**src/rtl/mod_ctrl.sv**
```systemverilog
// mod_ctrl: control unit for a repeated-subtraction modulo datapath (A mod B).
//
// Accepts an operand pair on a valid/ready handshake, registers it onto op_a/op_b,
// loads the datapath (save_A), then issues one subtract per cycle until the
// datapath reports TEMP < B. The subtraction count is the quotient. Divide-by-zero
// and an iteration-limit timeout are reported via err_code. The result is held
// on a valid/ready output handshake until the consumer takes it.
//
// Ports:
//   clk, rst_n          clock, asynchronous active-low reset
//   in_valid/in_ready   operand handshake (in_ready only in IDLE, low in reset)
//   in_a, in_b          dividend / divisor
//   op_a, op_b          registered operands to datapath
//   save_A, subtract    datapath strobes, decoded from state
//   less_than_B         datapath flag TEMP < B
//   out_valid/out_ready result handshake
//   quotient, err_code  subtraction count; 00 ok, 01 div-by-zero, 10 timeout
//   busy                high outside IDLE
module mod_ctrl #(
    parameter int WIDTH    = 32,
    parameter int MAX_ITER = 65535
) (
    input  logic             clk,
    input  logic             rst_n,
    input  logic             in_valid,
    output logic             in_ready,
    input  logic [WIDTH-1:0] in_a,
    input  logic [WIDTH-1:0] in_b,
    output logic [WIDTH-1:0] op_a,
    output logic [WIDTH-1:0] op_b,
    output logic             save_A,
    output logic             subtract,
    input  logic             less_than_B,
    output logic             out_valid,
    input  logic             out_ready,
    output logic [WIDTH-1:0] quotient,
    output logic [1:0]       err_code,
    output logic             busy
);

    localparam int IW = $clog2(MAX_ITER + 1);

    localparam logic [1:0] ERR_OK   = 2'b00;
    localparam logic [1:0] ERR_DIV0 = 2'b01;
    localparam logic [1:0] ERR_TOUT = 2'b10;

    typedef enum logic [1:0] {IDLE, LOAD, CHECK, DONE} state_t;

    state_t        state, state_nxt;
    logic [IW-1:0] iter_cnt;
    logic          accept;
    logic          at_limit;

    assign accept   = in_valid && in_ready;
    assign at_limit = (iter_cnt == IW'(MAX_ITER));

    always_ff @(posedge clk or negedge rst_n) begin
        if (!rst_n) state <= IDLE;
        else        state <= state_nxt;
    end

    // Next state and strobes, all decoded from the state register.
    // in_ready also qualifies on rst_n so nothing is accepted while reset is held.
    always_comb begin
        state_nxt = state;
        in_ready  = 1'b0;
        save_A    = 1'b0;
        subtract  = 1'b0;
        out_valid = 1'b0;
        busy      = 1'b1;
        case (state)
            IDLE: begin
                busy     = 1'b0;
                in_ready = rst_n;
                if (in_valid && rst_n)
                    state_nxt = (in_b == '0) ? DONE : LOAD;
            end
            LOAD: begin
                save_A    = 1'b1;
                state_nxt = CHECK;
            end
            CHECK: begin
                // Remainder reached, or the iteration limit hit: no subtract on exit.
                if (less_than_B || at_limit) state_nxt = DONE;
                else                         subtract  = 1'b1;
            end
            DONE: begin
                out_valid = 1'b1;
                if (out_ready) state_nxt = IDLE;
            end
            default: state_nxt = IDLE;
        endcase
    end

    always_ff @(posedge clk or negedge rst_n) begin
        if (!rst_n) begin
            op_a     <= '0;
            op_b     <= '0;
            quotient <= '0;
            err_code <= ERR_OK;
            iter_cnt <= '0;
        end else begin
            if (accept) begin
                op_a     <= in_a;
                op_b     <= in_b;
                quotient <= '0;
                iter_cnt <= '0;
                err_code <= (in_b == '0) ? ERR_DIV0 : ERR_OK;
            end else if (state == CHECK && !less_than_B) begin
                if (at_limit) begin
                    err_code <= ERR_TOUT;
                end else begin
                    // MAX_ITER <= 2^WIDTH-1, so the quotient cannot wrap here.
                    quotient <= quotient + WIDTH'(1);
                    iter_cnt <= iter_cnt + IW'(1);
                end
            end
        end
    end

endmodule

```
**config.mk**
```make
export PLATFORM = sky130hd
export DESIGN_NAME = mod_ctrl
export DESIGN_NICKNAME = d
export VERILOG_FILES = /design/src/rtl/mod_ctrl.sv
export SDC_FILE = /design/constraint.sdc
export NUM_CORES = 1
export LEC_CHECK = 0
export CORE_MARGIN = 2
export CORE_UTILIZATION = 42
export CTS_BUF_LIST = sky130_fd_sc_hd__clkbuf_16
export CTS_CLUSTER_SIZE = 28
export DETAILED_ROUTE_END_ITERATION = 8
export GPL_ROUTABILITY_DRIVEN = 0
export PLACE_DENSITY_LB_ADDON = 0.08
export SLEW_MARGIN = 20
export SYNTH_ARGS = -nofsm -noshare
export SYNTH_HDL_FRONTEND = slang
export SYNTH_SLANG_ARGS = --single-unit
export TNS_END_PERCENT = 20
```
**constraint.sdc**
```tcl
create_clock -name clk -period 2 [get_ports clk]
set_input_delay 0.2 -clock clk [delete_from_list [all_inputs] [get_ports clk]]
set_output_delay 0.2 -clock clk [all_outputs]
set_load 0.005 [all_outputs]
```
**Yosys cells after proc, flatten, opt, wreduce, memory -nomap -nowiden**

Cells that the tools add are included.

- Output and inout bits: 103
- Register bits after elaboration: 116
- Word-level logic and storage cells: 49

- Reductions and logical operators: 12
- Equality and inequality tests: 8
- Muxes and demuxes: 21
- $add $sub $neg: 2

Operator list:

| cell | number |
|---|---|
| 2-to-1 mux 32 bit | 3 |
| 2-to-1 mux 16 bit | 3 |
| adder 32 x 1 -> 32 bit (second input constant) | 1 |
| zero test 32 bit | 1 |
| adder 16 x 1 -> 16 bit (second input constant) | 1 |
| == test 16 bit (second input constant) | 1 |
| 2-to-1 mux 2 bit | 7 |
| != test 2 bit (second input constant) | 4 |
| one-hot mux 2 bit (4 select lines) | 1 |
| 2-to-1 mux 1 bit | 7 |
| == test 2 bit (second input constant) | 2 |
| AND reduction 2 bit | 2 |
| nonzero test 2 bit | 2 |
| logical AND 1 bit | 3 |
| AND reduction 3 bit | 1 |
| == test 2 x 1 -> 1 bit (second input constant) | 1 |
| zero test 2 bit | 1 |
| zero test 1 bit | 1 |
| logical OR 1 bit | 1 |

**Longest topological paths before layout**

Gate-level depths: netlist of the first run.

- Depth after elaboration: 5
- Mapped depth: 9
- Gate-level depth less buffers: 8

**Worst setup path before layout of the first run**

No wires, ideal clock.

- Path kind: reg-to-reg
- From: register iter_cnt[0]
- To: register quotient[22]
- Path buffers: 1
- Cell stages (with the launch flop): 8
- Required time: 1.922 ns
- Clock period less this slack: 2.168 ns
- Library setup time: 0.078 ns
- Slack: -0.168 ns
- Arrival time: 2.090 ns
- Cells stage by stage: dfrtp_1 -> ha_1 -> and4_4 -> a41o_1 -> or4b_1 -> buf_2 -> or3_1 -> a21oi_1

- Word-level cells in the longest chain between the ends: 3

Ends and longest elaborated chain:

| item | line | source |
|---|---|---|
| start, declared | 50 | `logic [IW-1:0] iter_cnt;` |
| start signal, assigned | 115 | `iter_cnt <= iter_cnt + IW'(1);` |
| == test 16 bit | 55 | `assign at_limit = (iter_cnt == IW'(MAX_ITER));` |
| != test 2 bit (no source line) | -- |  |
| AND reduction 2 bit (no source line) | -- |  |
| end signal, assigned | 114 | `quotient <= quotient + WIDTH'(1);` |
| end, declared | 36 | `output logic [WIDTH-1:0] quotient,` |

Every way passes these cells.
A chain may end at the register's enable or synchronous reset.

**Worst setup path after layout of the first run**

- From: register state[0]
- To: register quotient[23]

- Word-level cells in the longest chain between the ends: 5
- Elaborated cells on any way between the ends: 9
- Classes of those cells: 2 x eq/ne; 2 x mux; 5 x reduce/logical

Ends and longest elaborated chain:

| item | line | source |
|---|---|---|
| start, declared | 49 | `state_t state, state_nxt;` |
| start signal, assigned | 59 | `else state <= state_nxt;` |
| zero test 2 bit | 71 | `case (state)` |
| 2-to-1 mux 1 bit | 71 |  |
| logical AND 1 bit | 54 | `assign accept = in_valid && in_ready;` |
| != test 2 bit (no source line) / nonzero test 2 bit (equally long branches) | -- |  |
| AND reduction 2 bit (no source line) | -- |  |

Parallel ways exist; a longest one is shown, timed or not.

==> metrics.yaml, run 1 <==
timing:
  finalHoldViolations: 0
  setup_slack_ns: -0.158
  setup_tns_ns: -0.446
  fmax_ghz: 0.463
  worstMarginPinSlew_ns: 0.735
  setup_viol: 8
  rsz0062_at_grt: "yes"
  whs_ns: 0.195
  min_period_over_period: 1.08
  slew_viol_final: 0
  fin_crit_ns: 2.16
  skew_ns: 0.00613
  timing.slew.headroom: 0.510
setup_path:
  crit_path_start_kind: "register"
  slowest_stage: "or4b_4"
  critical_path_class: "register to register"
  worstPathRequired_ns: 2.32
  r2r_slack_ns: -0.16
  worstPathCellList: "inv_2 > ha_4 > nand2b_4 > a41o_1 > buf_6 > or4b_4 > or3_1 > a21oi_1"
  critPathMaxStageDelay_ns: 0.52
  cpLargestDelayFamily: "simple AND/OR/NAND/NOR gates"
  path_max_fanout: 3
  worst-path-buf-inv: 2
  end_kind: "register"
  cp.arrival_ns: 2.48
logic_synthesis:
  synth_top_area_frac: 0.558
  ys_seq_area_frac: 0.558
  synth.avg_cell_area_sq_um: 9.06
  ys_ff_latch: 116
  synth_area_leaders: "dfrtp_1 56%, nand2_1 16%, nor2_1 3.3%"
  ys_types: 38
  synth_nets: 650
  syn_inst: 574
  synth_top_area_cell: "dfrtp_1"
  synth.cell_area_sq_mm: 0.00520
  yosysWarningCount: 0
run_status:
  status: "finished with violations"
  violations: "negative setup slack"
detailed_routing:
  drt-wirelength-per-cell_um: 14.8
  vias: 4871
  ant_nets: 0
  drt-initial-drc-count: 386
  first_pass_iters: 8
  drcViolationCount: 0
  finalWirelength_mm: 14.6
  via_per_inst: 4.94
job:
  maxCapViolations: 0
layout:
  multi_input_area_sq_mm: 0.00224
  final_core_util: 0.672
  regArea_sq_mm: 0.00290
  fin_area_sq_mm: 0.00811
  area_delta_synth_final_pct: 56.0
  diodes: 0
  nFillCells: 956
  fin_cells: 986
  nets: 881
  drive_gt1_frac: 0.148
worst_hold_path:
  min_path_type: "input pin to asynchronous set/reset pin"
global_route:
  antenna_found_initial: 0
  grt_util_all_layers: 0.234
  gr-max-usage-layer: "met2"
  grt_pass1_wl_mm: 24.1
  grtUsageMet2: 0.359
  grt.overflow.total: 0
  grt_pass1_vias: 4918
  grt_max_degree: 57
  met3_usage: 0.0907
  met1_usage: 0.299
power_and_ir_drop:
  p_per_area_mw_per_mm2: 1090
  max-vdd-ir-drop_uv: 744
  seqPwrFrac: 0.384
  netSwitchingFraction: 0.293
  power.leakage_nw: 3.86
  total_power_mw: 8.86
  power.share.clock: 0.283
  p_int_mw: 6.27
  p_comb_frac: 0.334
  p_switching_mw: 2.60
place:
  placed_area_sq_mm: 0.00751
  dp_slack_ns: -0.155
  hpwl_mm: 10.4
  dp_cells: 947
  io_buffers: 171
floorplan:
  dieArea_sq_mm: 0.0133
  fp-row-count: 40
  core-area_sq_mm: 0.0121
  io_pins: 172
  fp.dieW_um: 115
  start_util: 0.431
  die_h_um: 115
clock_tree:
  clkSinkCount: 116
  clkSlewWorstSetupHoldPaths_ns: 0.05
  cts.path.max_buffers: 2
  cts_made_buffers: 17
  clk_latency_ns: 0.41
  cts_tree: "built"
  cts-root-buf: "clkbuf_16"
  ctsHtreeMaxLevel: 4
sequential cells by signal (all words and copies together), names as in the netlist:
name,cells
op_b,32
iter_cnt,16
err_code,2
quotient,32
state,2
op_a,32
Yosys cell counts, drive strengths merged:
library cell	count
xor2	15
or3	5
a21oi	10
or4b	2
nand3	13
nand2	224
nor3	7
inv	8
dlymetal6s2s	1
xnor2	18
a221o	1
and4	6
a41o	4
o21ai	7
nor3b	1
dfrtp	116
mux2i	4
and3	9
a2111oi	1
nor2	46
ha	7
or2	3
clkinv	1
nor4	18
buf	11
clkbuf	13
a31o	2
a31oi	3
nand2b	1
and2	1
nand4	16
final timing paths:
| path | from | to | cells after the start |
|---|---|---|---|
| max in group asynchronous | rst_n | op_a[26] | 3 |
| worst max-delay path | state[0] | quotient[23] | 8 |
| worst max register to register | state[0] | quotient[23] | 8 |
| worst min-delay path | rst_n | state[1] | 2 |
| worst min register to register | op_b[17] | op_b[17] | 2 |
| min in group clk | in_a[6] | op_a[6] | 3 |
timing repair:
action | 4_1_cts | 5_1_grt
gates cloned | 0 | 0
pin swaps | 2 | 1
hold endpoints to repair | 11 | 0
resized for setup | 12 | 10
buffers inserted | 3 | 3
endpoints found under the setup margin | 15 | 22
hold buffers | 1 | 0
cell type report:
| class | count | area share |
|---|---|---|
| sequential | 116 | 0.358 |
| multi-input combinational | 424 | 0.276 |
| timing repair buffer | 237 | 0.275 |
| clock buffer | 17 | 0.0525 |
| tap | 168 | 0.0259 |
| clock inverter | 15 | 0.00756 |
| inverter | 9 | 0.00478 |
layer usage:
metal	up-vias	part of all wire
met3	21	0.079
met1	2347	0.43
li1	2350	-
met5	-	0
met4	0	0.013
met2	153	0.48
layout by cell type (no fill, tap or decap), types with 5 or more instances in the layout:
master / Yosys / routed
a21oi_1: 10 / 8
and3_1: 6 / 5
buf_4: 0 / 62
clkbuf_16: 0 / 17
clkdlybuf4s50_1: 0 / 167
clkinv_1: 1 / 5
dfrtp_1: 116 / 116
inv_1: 8 / 13
nand2_1: 224 / 223
nand3_1: 11 / 11
nand4_1: 16 / 16
nor2_1: 46 / 46
nor4_1: 17 / 15
o21ai_0: 7 / 5
xnor2_1: 18 / 18
xor2_1: 15 / 15
power groups by stage:
stage / clock network [mW] / logic (mW) / registers (mW)
after floorplan: 0 / 0.945 / 3.46
after global placement: 0 / 2.91 / 3.39
after detailed placement: 0 / 2.94 / 3.42
after CTS: 2.56 / 2.99 / 3.41
after global routing: 2.67 / 3.29 / 3.49
final: 2.51 / 2.96 / 3.40
worst reg2reg max path, stage by stage (launching register included):
cell and delay [ns]:
dfrtp_1 0.39, inv_2 0.08, ha_4 0.15, nand2b_4 0.06
a41o_1 0.23, buf_6 0.12, or4b_4 0.52, or3_1 0.34
a21oi_1 0.17
logic make-up (layout without fill, tap and decap cells):
group	count (synthesis)	in the layout	synth area share
simple gates	352	352	0.300
flops	116	116	0.558
buf+inv	34	278	0.0265
xor+xnor	33	33	0.0556
compound gates	28	28	0.0351
fa+ha+maj	7	7	0.0168
mux	4	4	0.00770
(Power assumes the default switching activity.)
==> run 2: changes to the inputs <==
- SLEW_MARGIN: 20 -> not set
==> results of run 2 <==
Same layout as run 1: the final DEF is identical, and so are final timing and power.
==> run 3: changes to the inputs <==
- CORE_UTILIZATION: 42 -> 40
- HOLD_SLACK_MARGIN: not set -> 0.03
==> run 3 against run 2 <==
Compared with the run above:
- the flow still finishes with violations (negative setup slack)
- non-clock buffer count is 6 higher
- cell area is 1.0% higher
- sequential power hardly changed
- combinational power is 3% higher
- via count is 0.84% lower
- routed wire length is 0.92% lower
- sequential share of layout area is 0.37 points lower
- register-to-register slack better by 0.11 ns
==> metrics.yaml, run 3 (same netlist as run 1, synthesis figures left out) <==
detailed_routing:
  drt-initial-drc-count: 304  # -21%
  first_pass_iters: 5  # -3
  ant_nets: 0  # unchanged
  drcViolationCount: 0  # unchanged
  drt-wirelength-per-cell_um: 14.6  # -1.5%
  vias: 4830  # -0.84%
  via_per_inst: 4.87  # -1.4%
  finalWirelength_mm: 14.5  # -0.92%
power_and_ir_drop:
  power.leakage_nw: 3.90  # +1.2%
  total_power_mw: 9.17  # +3.5%
  max-vdd-ir-drop_uv: 733  # -1.5%
  p_per_area_mw_per_mm2: 1120  # +2.4%
layout:
  nFillCells: 1064  # +11%
  nets: 887  # +0.68%
  final_core_util: 0.647  # -0.0256
  diodes: 0  # unchanged
  final_cell_mix: "223 x nand2_1, 166 x clkdlybuf4s50_1, 116 x dfrtp_1"
  top_regs: "op_a x32, op_b x32, quotient x32"
  area_delta_synth_final_pct: 57.6
  drive_gt1_frac: 0.152  # +0.00452
  regArea_sq_mm: 0.00290  # unchanged
  multi_input_area_sq_mm: 0.00224  # -0.17%
  final_common_cell: "nand2_1"
  fin_area_sq_mm: 0.00820  # +1.0%
  fin_cells: 992  # +0.61%
floorplan:
  dieArea_sq_mm: 0.0139  # +4.8%
  io_pins: 172  # unchanged
  die_h_um: 118  # +2.4%
  fp-row-count: 41  # +2.5%
  fp.dieW_um: 118  # +2.4%
  core-area_sq_mm: 0.0127  # +5.1%
  start_util: 0.410  # -0.0207
run_status:
  status: "finished with violations"
  violations: "negative setup slack"
global_route:
  grt_pass1_wl_mm: 24.5  # +1.5%
  grt.overflow.total: 0  # unchanged
  grt_util_all_layers: 0.221  # -0.0125
  antenna_found_initial: 0  # unchanged
  grt_max_degree: 59  # +3.5%
  grt_pass1_vias: 4967  # +1.0%
job:
  maxCapViolations: 0  # unchanged
place:
  dp_cells: 958  # +1.2%
  io_buffers: 171  # unchanged
  hpwl_mm: 10.6  # +1.5%
  placed_area_sq_mm: 0.00757  # +0.77%
  dp_slack_ns: -0.174  # -0.0194 ns
setup_path:
  path_max_fanout: 7  # +4
  slowest_stage: "or4b_4"
  crit_path_start_kind: "register"
  critical_path_class: "register to register"
  worst-path-buf-inv: 1  # -1
  end_kind: "register"
  critPathMaxStageDelay_ns: 0.56  # +0.04 ns
  cpLargestDelayFamily: "simple AND/OR/NAND/NOR gates"
  worstPathCellList: "inv_2 > ha_4 > nand2b_4 > a41o_4 > or4b_4 > or3_4 > a21oi_2"
  cp.arrival_ns: 2.38  # -0.10 ns
  worstPathRequired_ns: 2.33  # about the same
clock_tree:
  ctsHtreeMaxLevel: 4  # unchanged
  clkSlewWorstSetupHoldPaths_ns: 0.05  # about the same
  clkSinkCount: 116  # unchanged
  cts_made_buffers: 17  # unchanged
  clk_latency_ns: 0.41  # about the same
  cts-root-buf: "clkbuf_16"
  cts_tree: "built"
  cts.path.max_buffers: 2  # unchanged
timing:
  setup_slack_ns: -0.0475  # +0.110 ns
  finalHoldViolations: 0  # unchanged
  rsz0062_at_grt: "yes"
  fin_crit_ns: 2.05  # -0.110 ns
  worstMarginPinSlew_ns: 0.763  # +0.0285 ns
  slew_viol_final: 0  # unchanged
  min_period_over_period: 1.02  # -0.0552
  setup_viol: 3  # -5
  fmax_ghz: 0.488  # +5.4%
  skew_ns: 0.0119  # +0.00574 ns
  timing.slew.headroom: 0.491  # -0.0190
worst_hold_path:
  min_path_type: "input pin to asynchronous set/reset pin"
## run 3: changes by cell type in the layout (fill, tap and decap cells not counted), moves of 2 or more
cell	previous run	this run
bufinv_16	0	2
nor4_1	15	17
dlymetal6s2s_1	0	2
nor4_2	2	0
buf_4	62	69
inv_1	13	7
o21ai_1	2	0
o21ai_0	5	7
## run 3: final cells by class
class | instances | area share
Tap cell | 172 | 0.0263
Inverter | 9 | 0.00473
Timing Repair Buffer | 243 | 0.278
Clock inverter | 11 | 0.0119
Clock buffer | 17 | 0.0519
Sequential cell | 116 | 0.354
Multi-Input combinational cell | 424 | 0.273
## run 3: power breakdown
part / internal, mW / total [mW] / switching, mW / leakage [nW]
logic: 1.79 / 3.04 / 1.25 / 2.12
registers: 3.02 / 3.40 / 0.383 / 1.52
clock network: 1.76 / 2.73 / 0.970 / 0.263
## run 3: path summary, 6_finish.rpt
kind / start / end / slack, ns / cells past startpoint
max: state[0] / quotient[26] / -0.05 / 7
min: rst_n / op_b[22] / 0.22 / 2
min in group clk: in_a[21] / op_a[21] / 0.31 / 3
min reg2reg: op_b[4] / op_b[4] / 0.47 / 2
max in group asynchronous: rst_n / quotient[15] / 0.75 / 3
max reg2reg: state[0] / quotient[26] / -0.05 / 7
## run 3: per-layer routing
metal / GRT usage / wire (um) / vias to the layer above
li1: - / - / 2362
met1: 0.278 / 6320 / 2293
met2: 0.332 / 6660 / 156
met5: 0 / 0 / -
met4: 0.0979 / 257 / 0
met3: 0.0930 / 1260 / 19
## run 3: metrics by stage
| stage | setup TNS (ns) | hold slack [ns] |
|---|---|---|
| 4_1_cts | -0.0358 | 0.202 |
| 3_3_place_gp | -0.497 | 0.0818 |
| 3_5_place_dp | -0.614 | 0.0855 |
| 5_1_grt | -0.420 | 0.228 |
| 6_report | -0.109 | 0.216 |
| 2_1_floorplan | -0.105 | -0.0956 |
## run 3: repair_timing
item / CTS / global route
hold buffers: 1 / 0
pin swaps: 1 / 2
setup buffers: 2 / 3
hold endpoints to repair: 14 / 0
resized for setup: 10 / 8
endpoints found under the setup margin: 7 / 13
